$ cat src/rtl/csa_pkg.sv
// Shared types and helpers for the carry-save accumulator.
//   csa_state_e   : control states (ACCUM, RESOLVE, OUTPUT)
//   csa_acc_width : accumulator width able to hold max_ops operands of width bits
package csa_pkg;

    typedef enum logic [1:0] {
        ACCUM   = 2'd0,
        RESOLVE = 2'd1,
        OUTPUT  = 2'd2
    } csa_state_e;

    function automatic int unsigned csa_acc_width(input int unsigned width,
                                                  input int unsigned max_ops);
        return width + $clog2(max_ops);
    endfunction

endpackage

$ cat src/rtl/csa_row.sv
// Combinational 3:2 compressor row.
//   a, b, c : W-bit inputs
//   sum     : bitwise a ^ b ^ c
//   carry   : bitwise majority(a, b, c), unshifted (the parent shifts/truncates)
module csa_row #(
    parameter int unsigned W = 8
) (
    input  logic [W-1:0] a,
    input  logic [W-1:0] b,
    input  logic [W-1:0] c,
    output logic [W-1:0] sum,
    output logic [W-1:0] carry
);

    always_comb begin
        sum   = a ^ b ^ c;
        carry = (a & b) | (a & c) | (b & c);
    end

endmodule

$ cat src/rtl/csa_accumulator.sv
// Streaming multi-operand accumulator. Operands are folded into a redundant
// sum/carry pair; one carry-propagate add resolves the pair per frame.
//   clk, rst_n                     : clock, async active-low reset
//   in_valid/in_ready/in_data/in_last : operand stream, in_last closes a frame
//   out_valid/out_ready            : result handshake
//   out_sum                        : frame sum modulo 2^ACC_W
//   out_count                      : operands in the frame
//   out_overflow                   : frame force-closed at MAX_OPS without in_last
module csa_accumulator
    import csa_pkg::*;
#(
    parameter  int unsigned WIDTH   = 8,
    parameter  int unsigned MAX_OPS = 16,
    parameter  int unsigned SIGNED  = 0,
    localparam int unsigned ACC_W   = csa_acc_width(WIDTH, MAX_OPS),
    localparam int unsigned CNT_W   = $clog2(MAX_OPS + 1)
) (
    input  logic             clk,
    input  logic             rst_n,
    input  logic             in_valid,
    output logic             in_ready,
    input  logic [WIDTH-1:0] in_data,
    input  logic             in_last,
    output logic             out_valid,
    input  logic             out_ready,
    output logic [ACC_W-1:0] out_sum,
    output logic [CNT_W-1:0] out_count,
    output logic             out_overflow
);

    localparam int unsigned EXT = ACC_W - WIDTH;

    csa_state_e       state, state_nxt;
    logic [ACC_W-1:0] sum_r, carry_r;
    logic [CNT_W-1:0] cnt_r;
    logic             ovf_r;
    logic [ACC_W-1:0] x;
    logic [ACC_W-1:0] row_sum, row_carry;
    logic             accept, close;

    always_comb begin
        if (SIGNED != 0) x = {{EXT{in_data[WIDTH-1]}}, in_data};
        else             x = {{EXT{1'b0}}, in_data};
    end

    csa_row #(.W(ACC_W)) u_row (
        .a     (sum_r),
        .b     (carry_r),
        .c     (x),
        .sum   (row_sum),
        .carry (row_carry)
    );

    assign accept = in_valid && in_ready;
    // cnt_r + 1 == MAX_OPS, expressed without widening cnt_r
    assign close  = in_last || (cnt_r == CNT_W'(MAX_OPS - 1));

    // State register
    always_ff @(posedge clk or negedge rst_n) begin
        if (!rst_n) state <= ACCUM;
        else        state <= state_nxt;
    end

    // Next-state logic
    always_comb begin
        state_nxt = state;
        case (state)
            ACCUM:   if (accept && close) state_nxt = RESOLVE;
            RESOLVE: state_nxt = OUTPUT;
            OUTPUT:  if (out_ready) state_nxt = ACCUM;
            default: state_nxt = ACCUM;
        endcase
    end

    // Output decode
    always_comb begin
        in_ready  = (state == ACCUM);
        out_valid = (state == OUTPUT);
    end

    // Datapath
    always_ff @(posedge clk or negedge rst_n) begin
        if (!rst_n) begin
            sum_r        <= '0;
            carry_r      <= '0;
            cnt_r        <= '0;
            ovf_r        <= 1'b0;
            out_sum      <= '0;
            out_count    <= '0;
            out_overflow <= 1'b0;
        end else begin
            case (state)
                ACCUM: begin
                    if (accept) begin
                        sum_r   <= row_sum;
                        // carry weight doubles; the bit shifted past ACC_W is dropped
                        carry_r <= ACC_W'({row_carry, 1'b0});
                        cnt_r   <= cnt_r + CNT_W'(1);
                        if (close) ovf_r <= !in_last;
                    end
                end
                RESOLVE: begin
                    out_sum      <= sum_r + carry_r;
                    out_count    <= cnt_r;
                    out_overflow <= ovf_r;
                end
                OUTPUT: begin
                    if (out_ready) begin
                        sum_r   <= '0;
                        carry_r <= '0;
                        cnt_r   <= '0;
                        ovf_r   <= 1'b0;
                    end
                end
                default: ;
            endcase
        end
    end

endmodule

$ cat config.mk
export PLATFORM = sky130hd
export DESIGN_NAME = csa_accumulator
export DESIGN_NICKNAME = d
export VERILOG_FILES = /design/src/rtl/csa_pkg.sv /design/src/rtl/csa_row.sv /design/src/rtl/csa_accumulator.sv
export SDC_FILE = /design/constraint.sdc
export NUM_CORES = 1
export LEC_CHECK = 0
export CAP_MARGIN = 40
export CORE_MARGIN = 2
export CORE_UTILIZATION = 35
export CTS_BUF_LIST = sky130_fd_sc_hd__clkbuf_8 sky130_fd_sc_hd__clkbuf_16
export DETAILED_ROUTE_END_ITERATION = 8
export GPL_TIMING_DRIVEN = 0
export SLEW_MARGIN = 30
export SYNTH_ARGS = -nofsm -noshare
export SYNTH_HDL_FRONTEND = slang
export SYNTH_SLANG_ARGS = --single-unit
$ cat constraint.sdc
create_clock -name clk -period 2.35 [get_ports clk]
set_input_delay 0.47 -clock clk [delete_from_list [all_inputs] [get_ports clk]]
set_output_delay 0.47 -clock clk [all_outputs]
set_load 0.02 [all_outputs]
* Yosys cells after proc, flatten, opt, wreduce, memory -nomap -nowiden
Cells that the tools add are included.
** Operators by class
- Add/subtract/negate cells :: 2
- Equality and inequality tests :: 7
- Multiplexer cells :: 15
- Bitwise operators :: 7
- Reductions and logical operators :: 9
** Operators with widths (count)
- 12-bit one-hot mux with 2 select lines :: 2
- 12-bit 2-to-1 mux :: 3
- 11-bit by 8-bit AND with 11-bit output :: 2
- 11-bit bitwise OR :: 2
- 12-bit adder :: 1
- 12-bit XOR :: 1
- 12-bit by 8-bit XOR with 12-bit output :: 1
- 11-bit AND :: 1
- 5-bit 2-to-1 mux :: 2
- 5-bit one-hot mux with 2 select lines :: 1
- 2-bit by 1-bit inequality test with 1-bit output (second input constant) :: 4
- 2-bit one-hot mux with 3 select lines :: 1
- 5-bit by 1-bit adder with 5-bit output (second input constant) :: 1
- 5-bit by 4-bit equality test with 1-bit output (second input constant) :: 1
- 2-bit 2-to-1 mux :: 2
- 4-bit AND reduction :: 1
- 1-bit 2-to-1 mux :: 3
- 3-bit AND reduction :: 1
- 2-bit by 1-bit equality test with 1-bit output (second input constant) :: 1
- 2-bit equality test (second input constant) :: 1
- 1-bit logical AND :: 2
- 2-bit zero test :: 1
- 1-bit one-hot mux with 2 select lines :: 1
- 2-bit AND reduction :: 1
- 3 further kinds :: 3
** Storage, ports and cells
- Register bits after elaboration :: 50
- Bits of input ports :: 13
- Output and inout bits :: 20
- Word-level logic and storage cells :: 48

* Longest topological paths before layout
Gate-level depths: netlist (run 1).
- Word-level depth :: 5
- Mapped depth :: 7
- Depth with buffers taken out :: 7

* Cells and area by module
From an unflattened synthesis (run 1), not the netlist that was laid out.
** Unflattened totals
- Cell total of the unflattened synthesis :: 228
- Area, all modules :: 2580.0 µm²
** Modules (own cells, without submodules)
- csa_accumulator :: times used 1, cells an instance 216, area each 2339.7 µm², sequential area each 1226.2 µm²
- csa_row :: times used 1, cells an instance 12, area each 240.2 µm², sequential area each 0.0 µm²

* Least setup slack after synthesis (run 1)
OpenSTA, ideal clock, no wires.
- Path kind :: register to register
- Start :: register sum_r[1]
- End :: register out_sum[11]
- Setup time :: 129 ps
- Data arrival time :: 1772 ps
- Required time :: 2221 ps
- Setup slack :: 449 ps
- Cell stages (with the launch flop) :: 7
- Buffers on the path :: 0
- Clock period less this slack :: 1901 ps
- Cell sequence :: dfrtp_1 > ha_1 > fa_1 > a21o_1 > a311oi_1 > or3b_1 > nand3_1
** On the way
- Word-level cells in the longest chain between the ends :: 1
** Ends and longest elaborated chain
- start, declared :: line csa_accumulator.sv:34 : logic [ACC_W-1:0] sum_r, carry_r;
- start signal, assigned :: line csa_accumulator.sv:95 : sum_r <= row_sum;
- 12-bit adder :: line csa_accumulator.sv:103 : out_sum <= sum_r + carry_r;
- end signal, assigned :: line csa_accumulator.sv:103
- end, declared :: line csa_accumulator.sv:26 : output logic [ACC_W-1:0] out_sum,
Every way passes these cells.
A chain may end at the register's enable or synchronous reset.

* Final worst setup path (run 1)
- Start :: register state[1]
- End :: output out_valid
** On the way
- Word-level cells in the longest chain between the ends :: 1
** Ends and longest elaborated chain
- start, declared :: line csa_accumulator.sv:33 : csa_state_e state, state_nxt;
- start signal, assigned :: line csa_accumulator.sv:61 : else state <= state_nxt;
- 2-bit equality test :: line csa_accumulator.sv:78 : out_valid = (state == OUTPUT);
- end, declared :: line csa_accumulator.sv:24 : output logic out_valid,
Every way passes these cells.

==> metrics.yaml, run 1 <==
grt_max_degree: 50
cp.required_ps: 1880
final_layout_size_suffix_gt1_share_pct: 10.5
drcViolationCount: 0
ant_nets: 0
path_clk_slew_ps: 90
cts_tree: "done"
finalInstanceArea_um2: 3070
groute.usage.overall_pct: 15.1
cts_buffers: 5
setup_violations: 0
dr.pass1.iters: 4
r2r_cells: 6
std_cell_rows: 31
cp.arrival_ps: 1730
endpoint_kind: "primary output"
synth-seq-cells: 49
cts_root_buffer: "clkbuf_8"
dpl-instance-area_um2: 2980
synth_enable_flop_cells: 0
vias: 1824
drt_wl_total_um: 5370
min_period_ps: 2200
reg2reg_slack_ps: 190
post-synth-top-count-cell: "dfrtp_1"
dieArea_um2: 7950
via_per_inst: 5.00
core_area_um2: 7140
antenna_found_initial: 0
multi_input_area_um2: 1220
min_path_type: "in2async"
power_density_nw_per_um2: 1140
dp.final_hpwl_um: 3850
yosysTopAreaCell: "dfrtp_1"
ir_drop_mv: 0.543
startpoint_type: "register"
wl_per_cell_um: 14.7
leakagePower_nw: 1.41
ys_top_cells_by_count: "dfrtp_1 (49), nand2_1 (38), a22o_1 (23)"
gp_congestion: 0.807
fin_skew_ps: 11.0
hold_violations: 0
tightest_slew_ps: 620
syn_inst: 226
slew_violations: 0
n_fill_cell: 705
post-cts-setup-buffers: 0
grt_pass1_vias: 1823
crit_type: "reg2out"
synth_top_area_share_pct: 48.3
antennaDiodeCount: 0
outcome: "completed"
synthFlopType: "dfrtp_1"
yosysSeqAreaShare_pct: 48.3
grt_pass1_wl_um: 9090
grt-ovfl-total: 0
synth_area_um2: 2540
regArea_um2: 1230
crit_fanout: 7
synth_area_leaders: "dfrtp_1 (48%), a22o_1 (7.9%), ha_1 (6.4%)"
io_pins: 33
fp.dieW_um: 89.2
rsz0062_at_grt: "false"
reg2reg_from: "sum_r[1]"
cts_hold_buffers: 0
async_flop_share_pct: 100
maxCapViolCount: 0
clk_path_buf_depth: 2
numPortBuffers: 32
cts-resized-gates: 0
h-tree-depth: 2
finalCritPeriodShare_pct: 93.6
synthDistinctLibCells: 46
clk_latency_ps: 310
nets: 299
fmax_ghz: 0.455
maxSlewHeadroom_pct: 58.7
initial_core_util_pct: 35.6
synth_warnings: 0
synth.avg_cell_area_um2: 11.2
die_h_um: 89.2
r2r-end: "out_sum[11]"
utilization_pct: 43.0
syn_nets: 260
totalNegativeSetupSlack_ps: 0
area_growth_pct: 21.0
clock_sink_count: 49
drt_first_iter_violations: 69
layout by cell type (no fill, tap or decap), types with 3 or more instances in the layout:
master / instances
inv_1: 3
clkinvlp_4: 3
a22o_1: 23
dfrtp_1: 49
clkbuf_8: 6
nor2_1: 6
nand2_1: 38
or4_1: 3
clkdlybuf4s50_1: 31
ha_1: 13
nand3_1: 4
buf_2: 5
xor2_1: 5
fa_1: 8
o21ai_0: 15
a21oi_1: 11
buf_4: 3
per-stage QoR:
| step | setup WS (ps) | cells | power [mW] | hold WS (ps) |
|---|---|---|---|---|
| after floorplan | 449 | 226 | 2.47 | 174 |
| after CTS | 133 | 365 | 3.56 | 193 |
| final | 151 | 365 | 3.52 | 170 |
| after detailed placement | 211 | 357 | 3.04 | 460 |
| after global routing | 50.5 | 365 | 3.82 | 214 |
| after global placement | -658 | 357 | 3.00 | 460 |
flip-flops by register name, indices dropped and copies added (netlist names):
name          count
cnt_r             5
out_overflow      1
ovf_r             1
state             2
out_sum          12
out_count         5
sum_r            12
carry_r          11
worst max-delay path, stage by stage (launching register included):
cell and delay [ps]:
dfrtp_1 450, nor2b_1 140, buf_2 200, clkdlybuf4s50_1 630
area by class of cell:
cell class                      instances  area share, %
Clock inverter                          3          0.733
Buffer                                 12           2.77
Timing Repair Buffer                   32           10.3
Clock buffer                            5           2.24
Sequential cell                        49           39.9
Tap cell                               99           4.03
Inverter                                3          0.367
Multi-Input combinational cell        162           39.6
worst max path at each step:
stage	start	endpoint	cells past startpoint
after global routing	state[1]	out_valid	3
after floorplan	sum_r[1]	out_sum[11]	6
final	state[1]	out_valid	3
after CTS	state[1]	out_valid	3
after detailed placement	sum_r[1]	out_sum[11]	6
after global placement	rst_n	out_sum[8]	1
report_power, final:
part	internal (mW)	leakage, nW	total [mW]	switching [mW]
clock	0.209	0.0364	0.509	0.299
combinational	0.772	0.731	1.61	0.834
sequential	1.15	0.641	1.40	0.254
total	2.13	1.41	3.52	1.39
cells by family after synthesis:
group / share of synthesized area [%]
AO/OA/AOI/OAI: 20.2
AND/OR/NAND/NOR: 12.6
buffers and inverters: 3.79
flip-flops: 48.3
XOR/XNOR: 2.42
adder cells (fa/ha/maj): 12.7
layer usage:
| metal | share of wire (%) | vias to the layer above | wire [µm] | GRT usage, % |
|---|---|---|---|---|
| li1 | - | 901 | - | - |
| met1 | 50 | 892 | 2680 | 21.4 |
| met2 | 47 | 26 | 2510 | 23.8 |
| met3 | 2.2 | 5 | 116 | 2.49 |
| met4 | 1.1 | 0 | 61 | 4.75 |
| met5 | 0 | - | 0 | 0 |
Power figures use the tool's default switching activity.
==> inputs of run 2 (changes only) <==
Settings changed: GPL_ROUTABILITY_DRIVEN set to 1, SKIP_CTS_REPAIR_TIMING set to 1, SLEW_MARGIN 30 to unset.
==> run 2 against run 1 <==
  * Combinational power is essentially flat
  * Largest power group unchanged
  * Sequential power barely moved
  * Register-to-register slack got worse by 20 ps
  * Critical endpoint is now out_sum[11]
  * Maximum frequency up 0.77%
  * Clock power is 4.3% lower
==> metrics.yaml, run 2 (synthesis results as in run 1) <==
outcome: "completed"
final_common_cell: "dfrtp_1"
use_met2_pct: 24.2  # +0.47 points
min_path_type: "in2async"
met1_usage_pct: 21.1  # -0.30 points
core_area_um2: 7140  # unchanged
maxSlewHeadroom_pct: 58.7  # about the same
cp.arrival_ps: 2370  # +640 ps
wl_per_cell_um: 15.0  # +1.9%
crit_fanout: 4  # -3
cts_buffers: 5  # unchanged
ant_nets: 0  # unchanged
cp.required_ps: 2530  # +650 ps
grt_pass1_vias: 1880  # +3.1%
vias: 1841  # +0.93%
r2r_cells: 6  # unchanged
pre_cts_ws_ps: 196  # -15.3 ps
area_growth_pct: 21.4
leakagePower_nw: 1.43  # +1.3%
setup_violations: 0  # unchanged
ir_drop_mv: 0.460  # -15%
startpoint_type: "register"
cts_root_buffer: "clkbuf_8"
die_h_um: 89.2  # unchanged
path_clk_slew_ps: 100  # about the same
cts_tree: "done"
drt_first_iter_violations: 108  # +57%
via_per_inst: 5.03  # +0.66%
io_pins: 33  # unchanged
hold_violations: 0  # unchanged
reg2reg_from: "sum_r[1]"
initial_core_util_pct: 35.6  # unchanged
dr.pass1.iters: 4  # unchanged
crit_type: "reg2reg"
drt_wl_total_um: 5490  # +2.2%
finalCritPeriodShare_pct: 92.9  # -0.71 points
clk_path_buf_depth: 2  # unchanged
fin_ws_ps: 168  # +16.7 ps
layout_common_cells: "dfrtp_1 (49), nand2_1 (38), clkdlybuf4s50_1 (31), a22o_1 (23), o21ai_0 (15)"
rsz0062_at_grt: "false"
grt_pass1_wl_um: 9220  # +1.4%
final_cell_count_no_fill: 366  # +0.27%
fmax_ghz: 0.458  # +0.77%
nets: 300  # +0.33%
n_fill_cell: 704  # -0.14%
reg2reg_slack_ps: 170  # -20 ps
numPortBuffers: 32  # unchanged
power_density_nw_per_um2: 1140  # -0.56%
clock_sink_count: 49  # unchanged
min_period_ps: 2180  # -16.7 ps
tightest_slew_ps: 620  # +0.231 ps
maxCapViolCount: 0  # unchanged
antennaDiodeCount: 0  # unchanged
endpoint_kind: "register"
dp.cells: 358  # +0.28%
gp_congestion: 0.807  # unchanged
finalInstanceArea_um2: 3080  # +0.33%
groute.usage.overall_pct: 15.1  # about the same
dpl-instance-area_um2: 3000  # +0.59%
busiest_layer: "met2"
dieArea_um2: 7950  # unchanged
dp.final_hpwl_um: 3970  # +3.2%
slew_violations: 0  # unchanged
grt_max_degree: 27  # -46%
clk_latency_ps: 300  # about the same
fin_skew_ps: 18.4  # +7.42 ps
antenna_found_initial: 0  # unchanged
fp.dieW_um: 89.2  # unchanged
std_cell_rows: 31  # unchanged
r2r-end: "out_sum[11]"
reg_top3: "out_sum (12), sum_r (12), carry_r (11)"
final_layout_size_suffix_gt1_share_pct: 10.1  # -0.41 points
holdWs_ps: 171  # +1.27 ps
drcViolationCount: 0  # unchanged
power_mw: 3.51  # -0.24%
h-tree-depth: 2  # unchanged
grt-ovfl-total: 0  # unchanged
grt_util_met3_pct: 2.49  # unchanged
==> run 2: changes by cell type in the layout (fill, tap and decap cells not counted) <==
cell        change
clkinvlp_4      -2
buf_12          +1
buf_2           +1
inv_1           +2
buf_4           -1
==> run 2: critical path: stages (launching register included) <==
cell and delay [ps]:
dfrtp_1 430, ha_1 260, fa_1 410, a21o_1 210
a311oi_1 480, or3b_1 190, nand3_1 90
==> run 2: layout make-up <==
| type | instances | area (µm²) | share of cell area (%) |
|---|---|---|---|
| sequential | 49 | 1230 | 39.8 |
| multi-input combinational | 162 | 1220 | 39.5 |
| timing repair buffer | 33 | 335 | 10.9 |
| tap | 99 | 124 | 4.02 |
| buffer | 12 | 85.1 | 2.76 |
| clock buffer | 5 | 68.8 | 2.23 |
| clock inverter | 3 | 15.0 | 0.487 |
| inverter | 3 | 11.3 | 0.365 |
==> run 2: routing by layer <==
layer	wire (µm)	share of wire, %
met5	0	0
met4	63	1.1
met1	2750	50
met3	130	2.4
met2	2550	46
==> run 2: metrics by stage <==
step           TNS [ps]  util (%)
2_1_floorplan         0         -
3_3_place_gp     -32090      41.8
3_5_place_dp          0      42.0
4_1_cts               0      43.2
5_1_grt               0      43.2
6_report              0      43.2
==> run 2: where the power goes <==
group	total, mW	internal, mW	switching, mW
sequential	1.40	1.15	0.256
combinational	1.62	0.776	0.842
clock	0.487	0.203	0.284
==> run 2: worst max path at each step <==
stage	startpoint	to	slack, ps	cells past startpoint
after CTS	state[1]	out_valid	150	3
final	sum_r[1]	out_sum[11]	170	6
after floorplan	sum_r[1]	out_sum[11]	450	6
after global placement	rst_n	out_sum[8]	-660	1
after global routing	state[1]	out_valid	60	3
after detailed placement	sum_r[1]	out_sum[11]	200	6
